`src/rtl/shared_adder_scheduler.sv`:
```
// Two-requester adder scheduler built around one time-shared HALF-bit adder.
// Each add takes a low-half pass and a high-half pass; arbitration is round-robin.
module shared_adder_scheduler #(
    parameter int unsigned WIDTH = 32
) (
    input  logic             clk,
    input  logic             reset,
    input  logic             req0_valid,
    output logic             req0_ready,
    input  logic [WIDTH-1:0] req0_a,
    input  logic [WIDTH-1:0] req0_b,
    input  logic             req1_valid,
    output logic             req1_ready,
    input  logic [WIDTH-1:0] req1_a,
    input  logic [WIDTH-1:0] req1_b,
    output logic             rsp_valid,
    input  logic             rsp_ready,
    output logic [WIDTH-1:0] rsp_sum,
    output logic             rsp_cout,
    output logic             rsp_id
);

    localparam int unsigned HALF = WIDTH / 2;

    typedef enum logic [1:0] {IDLE, LOW, HIGH, DONE} state_t;

    state_t           state;
    logic [WIDTH-1:0] op_a;
    logic [WIDTH-1:0] op_b;
    logic             op_id;
    logic             carry;
    logic [HALF-1:0]  sum_lo;
    logic             last_grant;

    logic             grant;
    logic [HALF-1:0]  add_a;
    logic [HALF-1:0]  add_b;
    logic             add_cin;
    logic [HALF:0]    add_out;

    // Round-robin pick: on contention, the requester not granted last wins.
    always_comb begin
        grant = req1_valid;
        if (req0_valid && req1_valid) begin
            grant = ~last_grant;
        end
    end

    assign req0_ready = (state == IDLE) && !reset && req0_valid && !grant;
    assign req1_ready = (state == IDLE) && !reset && req1_valid &&  grant;

    // The single shared adder: low half with cin=0, high half with the stored carry.
    always_comb begin
        add_a   = op_a[HALF-1:0];
        add_b   = op_b[HALF-1:0];
        add_cin = 1'b0;
        if (state == HIGH) begin
            add_a   = op_a[WIDTH-1:HALF];
            add_b   = op_b[WIDTH-1:HALF];
            add_cin = carry;
        end
        add_out = {1'b0, add_a} + {1'b0, add_b} + {{HALF{1'b0}}, add_cin};
    end

    always_ff @(posedge clk) begin
        if (reset) begin
            state      <= IDLE;
            op_a       <= '0;
            op_b       <= '0;
            op_id      <= 1'b0;
            carry      <= 1'b0;
            sum_lo     <= '0;
            last_grant <= 1'b1;
            rsp_valid  <= 1'b0;
            rsp_sum    <= '0;
            rsp_cout   <= 1'b0;
            rsp_id     <= 1'b0;
        end else begin
            case (state)
                IDLE: begin
                    if (req0_ready || req1_ready) begin
                        op_a       <= req1_ready ? req1_a : req0_a;
                        op_b       <= req1_ready ? req1_b : req0_b;
                        op_id      <= req1_ready;
                        last_grant <= req1_ready;
                        state      <= LOW;
                    end
                end
                LOW: begin
                    sum_lo <= add_out[HALF-1:0];
                    carry  <= add_out[HALF];
                    state  <= HIGH;
                end
                HIGH: begin
                    rsp_sum   <= {add_out[HALF-1:0], sum_lo};
                    rsp_cout  <= add_out[HALF];
                    rsp_id    <= op_id;
                    rsp_valid <= 1'b1;
                    state     <= DONE;
                end
                DONE: begin
                    if (rsp_ready) begin
                        rsp_valid <= 1'b0;
                        state     <= IDLE;
                    end
                end
                default: state <= IDLE;
            endcase
        end
    end

endmodule
```
`config.mk`:
```
export PLATFORM = sky130hd
export DESIGN_NAME = shared_adder_scheduler
export DESIGN_NICKNAME = d
export VERILOG_FILES = /design/src/rtl/shared_adder_scheduler.sv
export SDC_FILE = /design/constraint.sdc
export NUM_CORES = 1
export LEC_CHECK = 0
export BUFFER_PORTS_ARGS = -buffer_cell sky130_fd_sc_hd__buf_4
export CAP_MARGIN = 5
export CORE_ASPECT_RATIO = 1.75
export CORE_MARGIN = 4
export CORE_UTILIZATION = 40
export CTS_CLUSTER_SIZE = 8
export DETAILED_ROUTE_END_ITERATION = 16
export GPL_TIMING_DRIVEN = 0
export HOLD_SLACK_MARGIN = 0.15
export PLACE_DENSITY = 0.7
export SYNTH_ARGS = -nofsm -noshare
export SYNTH_HDL_FRONTEND = slang
export SYNTH_SLANG_ARGS = --single-unit
```
`constraint.sdc`:
```
create_clock -name clk -period 3.7 [get_ports clk]
set_input_delay 1.11 -clock clk [delete_from_list [all_inputs] [get_ports clk]]
set_output_delay 1.11 -clock clk [all_outputs]
set_load 0.02 [all_outputs]
```
==> results of run 1 <==
[report_power, final]
group | leakage (uW) | switching (uW) | total [uW] | internal [uW]
clock | 0.000323 | 638 | 1850 | 1210
combinational | 0.00211 | 1220 | 2110 | 889
sequential | 0.000983 | 183 | 1780 | 1590
[how the worst max path moves through the flow]
| stage | slack, ns | end | depth (start not counted) | from |
|---|---|---|---|---|
| 2_1_floorplan | 0.35 | rsp_sum[30] | 15 | state[0] |
| 3_3_place_gp | -0.49 | sum_lo[10] | 15 | state[0] |
| 3_5_place_dp | -0.47 | sum_lo[10] | 15 | state[0] |
| 4_1_cts | 0.02 | sum_lo[10] | 14 | state[0] |
| 5_1_grt | 0.008 | rsp_sum[25] | 11 | state[0] |
| 6_report | 0.20 | rsp_sum[25] | 11 | state[0] |
[registers in the layout, indices dropped and copies added (netlist names)]
| signal | count |
|---|---|
| rsp_valid | 1 |
| rsp_cout | 1 |
| last_grant | 1 |
| carry | 1 |
| op_a | 32 |
| op_id | 1 |
| sum_lo | 16 |
| rsp_id | 1 |
| rsp_sum | 32 |
| state | 2 |
| op_b | 32 |
[worst max-delay path: cells and delay by family (launching register included)]
kind | cells | cell delay, ns
buffers and inverters | 2 | 0.69
AOI/OAI and AO/OA | 4 | 0.79
adders and majority gates | 2 | 0.64
DFF | 1 | 0.34
and+or+nand+nor | 1 | 0.12
xor gates and xnor gates | 1 | 0.32
muxes | 1 | 0.45
[per-layer routing]
layer / up-vias / track usage / part of all wire / wire length, um
met2: 181 / 0.398 / 0.53 / 9690
met4: 0 / 0.134 / 0.056 / 1020
met1: 2569 / 0.232 / 0.37 / 6790
met5: - / 0 / 0 / 0
li1: 2790 / - / - / -
met3: 48 / 0.0420 / 0.048 / 892
[synth_stat cells (2+ instances only)]
library cell | instances | area [sq um]
o21a_1 | 6 | 45.0
mux2_2 | 30 | 338
o22ai_1 | 8 | 50.1
nand4_1 | 2 | 12.5
a211o_1 | 3 | 26.3
nor2_1 | 238 | 893
nor4_1 | 64 | 400
dfxtp_1 | 120 | 2400
ha_1 | 19 | 238
nand3_1 | 5 | 25.0
buf_2 | 10 | 50.1
nand2b_1 | 14 | 87.6
a211oi_1 | 7 | 52.6
nand4b_1 | 2 | 17.5
or3_1 | 2 | 12.5
nor3b_1 | 2 | 15.0
a311oi_1 | 2 | 17.5
a31oi_1 | 3 | 18.8
mux2i_1 | 29 | 290
nor2b_1 | 4 | 25.0
o21ai_0 | 13 | 65.1
nand3b_1 | 4 | 30.0
clkbuf_1 | 30 | 113
or3b_2 | 2 | 17.5
nand2_1 | 13 | 48.8
fa_1 | 2 | 40.0
o311ai_0 | 2 | 17.5
or4b_1 | 2 | 20.0
nor3_1 | 4 | 20.0
xnor2_1 | 8 | 70.1
buf_1 | 8 | 30.0
o311ai_1 | 2 | 17.5
inv_1 | 9 | 33.8
a21oi_1 | 16 | 80.1
[cell families (layout without fill, tap and decap cells)]
logic type / Yosys count / in the layout / synth area share
compound gates: 72 / 72 / 0.0841
mux: 59 / 59 / 0.110
fa+ha+maj: 21 / 21 / 0.0485
xor+xnor: 9 / 9 / 0.0138
buf+inv: 57 / 255 / 0.0395
flops: 120 / 120 / 0.419
simple gates: 359 / 359 / 0.285
[through the flow]
stage / setup TNS, ns / power [uW]
finish: 0 / 5740
global route: 0 / 6060
CTS: 0 / 5760
detailed placement: -4.78 / 3900
global placement: -4.75 / 3870
floorplan: 0 / 3210
[area by class of cell]
cell class              count  share of cell area
well taps                 177              0.0281
clock buffers              17              0.0540
inverters                   9             0.00429
clock inverters            15              0.0302
repair buffers            169               0.161
multi-input cells         520               0.394
plain buffers              45              0.0240
flip-flops and latches    120               0.305
==> results_dict.tcl, run 1 <==
set metrics [dict create \
    status "finished clean" \
    required_ns 3.98 \
    num_vias 5588 \
    hp-class "reg2reg" \
    grt_pass1_wl_mm 28.2 \
    synth_cells 697 \
    cts-root-buf "clkbuf_16" \
    die_w_um 98.5 \
    worst_slew_pin_slew_ns 0.748 \
    grtUsageTotal 0.221 \
    hold_buffers 0 \
    place_inst 1043 \
    drt-initial-drc-count 244 \
    ios 170 \
    holdWs_ns 0.480 \
    multi_input_area_sq_um 3110 \
    place_area_sq_um 7220 \
    fmax_mhz 285 \
    path_cells "inv_1 -> ha_2 -> clkbuf_1 -> mux2_2 -> ha_1 -> a21oi_1 -> nand2_1 -> o21ai_0 -> o21ai_0 -> xnor2_1 -> o22ai_1" \
    h-tree-depth 4 \
    avgSynthCellArea_sq_um 8.22 \
    rsz0062_at_grt "false" \
    setup_viol_count_final 0 \
    antenna_found_initial 0 \
    cp_slowest_cell "clkbuf_1" \
    post-route-min-period_ns 3.50 \
    cts_tree "done" \
    wirelength_mm 18.4 \
    wl_per_cell_um 17.2 \
    power.density_nw_per_um2 728 \
    drc 0 \
    ys.warnings.count 0 \
    cts_sinks 120 \
    cts_setup_buffers 0 \
    leakagePower_uw 0.00342 \
    reg2reg_slack_ns 0.20 \
    path_class "reg2reg" \
    min_from "sum_lo[9]" \
    cts-buffers-inserted 17 \
    ys_ff_latch 120 \
    place_worst_setup_slack_ns -0.473 \
    vdd_drop_max_v 0.000365 \
    r2r_end "rsp_sum[25]" \
    area_growth_syn_to_layout_pct 37.7 \
    final_common_cell "nor2_1" \
    drv_slew 0 \
    end_kind "register" \
    critPathArrivalTime_ns 3.78 \
    rr_worst_depth 11 \
    seqCellArea_sq_um 2400 \
    diodes 0 \
    viasPerCell 5.21 \
    ys_types 46 \
    fillerInstances 1364 \
    io_buffer_count 169 \
    synth_nets 851 \
    synthFlopType "dfxtp_1" \
    utilization 0.564 \
    ctsResizeCount 4 \
    grt_max_degree 17 \
    cts.path.max_buffers 2 \
    dieArea_sq_um 16400 \
    dp_hpwl_mm 14.5 \
    ant_nets 0 \
    finalNonFillerCells 1072 \
    holdPathEnd "sum_lo[9]" \
    drive_above_1_share 0.284 \
    final_cell_mix "nor2_1, buf_4, dfxtp_1" \
    cp-start-kind "register" \
    fin_area_sq_um 7880 \
    overflow 0 \
    clock_latency_ns 0.42 \
    path_clk_slew_ns 0.06 \
    min_path_cells 2 \
    die_y_um 166 \
    first_pass_iters 5 \
    synth_edf_count 0 \
    yosysSeqAreaShare 0.419 \
    worst_slack_ns 0.197 \
    async_flop_share 0 \
    core-area_sq_um 14000 \
    grt_pass1_vias 5613 \
    critPathMaxFanout 10 \
    rows 57 \
    drv_cap 0 \
    synthesis.area_sq_um 5730 \
    skew_ns 0.00881 \
    hold_violations 0 \
    cp_common_cell "o21ai_0" \
    final_net_count 1036 \
    worstReg2RegStart "state[0]" \
    fin_crit_sh 0.947 \
    relSlewSlack 0.501 \
    gp_congestion 0.880 \
    critical_path.max_stage_delay_ns 0.60 \
    start_util 0.410 \
]
No activity file was read; power rests on OpenSTA's default activity.
==> run 2, diff against run 1 <==
- CORE_MARGIN: 4 -> 2
- MAX_ROUTING_LAYER: unset -> met4
- clock period: 3.7 -> 4.3 ns (I/O delays scaled with it)
==> run 2 against run 1 <==
Effect of this change: setup slack better by 0.028 ns; clock skew is 0.00089 ns higher; combinational power is 14% lower; first-iteration DRC count is 20% lower; sequential cell count stayed put; critical path type is now in2out.
==> results_dict.tcl, run 2 (same netlist as run 1, synthesis figures left out) <==
set metrics [dict create \
    power.density_nw_per_um2 627 \
    setup_viol_count_final 0 \
    reg2reg_slack_ns 0.44 \
    status "finished clean" \
    hold_violations 0 \
    worst_slew_pin_slew_ns 0.723 \
    ctsResizeCount 0 \
    skew_ns 0.00969 \
    fmax_mhz 245 \
    path_class "in2out" \
    cts_sinks 120 \
    wl_per_cell_um 16.8 \
    final_cell_mix "nor2_1, buf_4, dfxtp_1" \
    cp-startpoint "reset" \
    leakagePower_uw 0.00342 \
    r2r_end "sum_lo[14]" \
    dp_hpwl_mm 13.9 \
    critical_path_depth 7 \
    cts_tree "done" \
    path_clk_slew_ns 0.06 \
    cts-root-buf "clkbuf_16" \
    grtUsageTotal 0.248 \
    drv_cap 0 \
    cts.path.max_buffers 2 \
    viasPerCell 5.18 \
    cp-start-kind "input pin" \
    drt-initial-drc-count 195 \
    fin_crit_sh 0.948 \
    clock_latency_ns 0.42 \
    die_y_um 162 \
    grt_pass1_wl_mm 28.0 \
    fin_area_sq_um 7880 \
    cts-buffers-inserted 17 \
    wirelength_mm 18.0 \
    gp_congestion 0.871 \
    grt_pass1_vias 5554 \
    grt_max_degree 17 \
    worstReg2RegStart "state[0]" \
    h-tree-depth 4 \
    reg_top3 "op_a (32), op_b (32), rsp_sum (32)" \
    drc 0 \
    crit_path_end "req1_ready" \
    dieArea_sq_um 15300 \
    rsz0062_at_grt "false" \
    crit_family "buffers and inverters" \
    holdWs_ns 0.481 \
    required_ns 3.01 \
    diodes 0 \
    antenna_found_initial 0 \
    drive_above_1_share 0.278 \
    rows 57 \
    hold_buffers 0 \
    hp-class "reg2reg" \
    critPathMaxFanout 10 \
    area_growth_syn_to_layout_pct 37.6 \
    cts_setup_buffers 0 \
    die_w_um 94.5 \
    rr_worst_depth 15 \
    first_pass_iters 4 \
    cp_num_buf_inv 5 \
    place_area_sq_um 7220 \
    ios 170 \
    num_vias 5565 \
    vdd_drop_max_v 0.000293 \
    drv_slew 0 \
    start_util 0.412 \
    io_buffer_count 169 \
    finalSetupTns_ns 0 \
    core-area_sq_um 13900 \
    overflow 0 \
    relSlewSlack 0.518 \
    min_from "rsp_sum[26]" \
    final_common_cell "nor2_1" \
    end_kind "output port" \
    critical_path.max_stage_delay_ns 0.46 \
    final_net_count 1039 \
    path_cells "buf_4 -> nor2b_1 -> nand3_1 -> clkbuf_1 -> clkbuf_1 -> inv_1 -> buf_4" \
    post-route-min-period_ns 4.08 \
    critPathArrivalTime_ns 2.79 \
    cp_slowest_cell "clkbuf_1" \
    ant_nets 0 \
]
## run 2: cell types whose count changed in the layout (fill, tap and decap cells not counted), sizes merged
cell and delta:
clkbuf +3
## run 2: final cells by class
| cell class | instances | area [sq um] |
|---|---|---|
| plain buffers | 48 | 195 |
| multi-input cells | 520 | 3100 |
| well taps | 177 | 221 |
| flip-flops and latches | 120 | 2400 |
| clock buffers | 17 | 425 |
| fillers | 1337 | 6020 |
| clock inverters | 15 | 238 |
| inverters | 9 | 33.8 |
| repair buffers | 169 | 1270 |
## run 2: worst min path at each step
stage	slack, ns	cells after the start	end
after floorplan	0.45	2	op_id
after global placement	0.46	2	op_id
after detailed placement	0.47	2	op_id
after CTS	0.48	2	sum_lo[5]
after global routing	0.50	2	rsp_sum[28]
final	0.48	2	rsp_sum[26]
## run 2: tightest hold or removal path: cells and delay by family (launching register included)
| kind | cells | cell delay [ns] |
|---|---|---|
| flops | 1 | 0.31 |
| compound gates | 1 | 0.06 |
| simple gates | 1 | 0.06 |
## run 2: power by group
part	internal [uW]	switching, uW
sequential	1370	161
clock	1040	554
combinational	762	1050
total	3170	1760
## run 2: routing by layer
layer,GRT usage,vias up,part of all wire
met4,0.130,0,0.043
met1,0.258,2566,0.37
li1,-,2801,-
met2,0.440,161,0.54
met5,-,-,0
met3,0.0417,37,0.040
## run 2: through the flow
| stage | utilization | cells | power [uW] | worst slack (ns) |
|---|---|---|---|---|
| floorplan | - | 697 | 2760 | 0.833 |
| CTS | 0.567 | 1075 | 4960 | 0.134 |
| finish | 0.567 | 1075 | 4940 | 0.224 |
| global route | 0.567 | 1075 | 5210 | 0.117 |
| global placement | 0.519 | 1043 | 3330 | 0.144 |
| detailed placement | 0.519 | 1043 | 3350 | 0.165 |
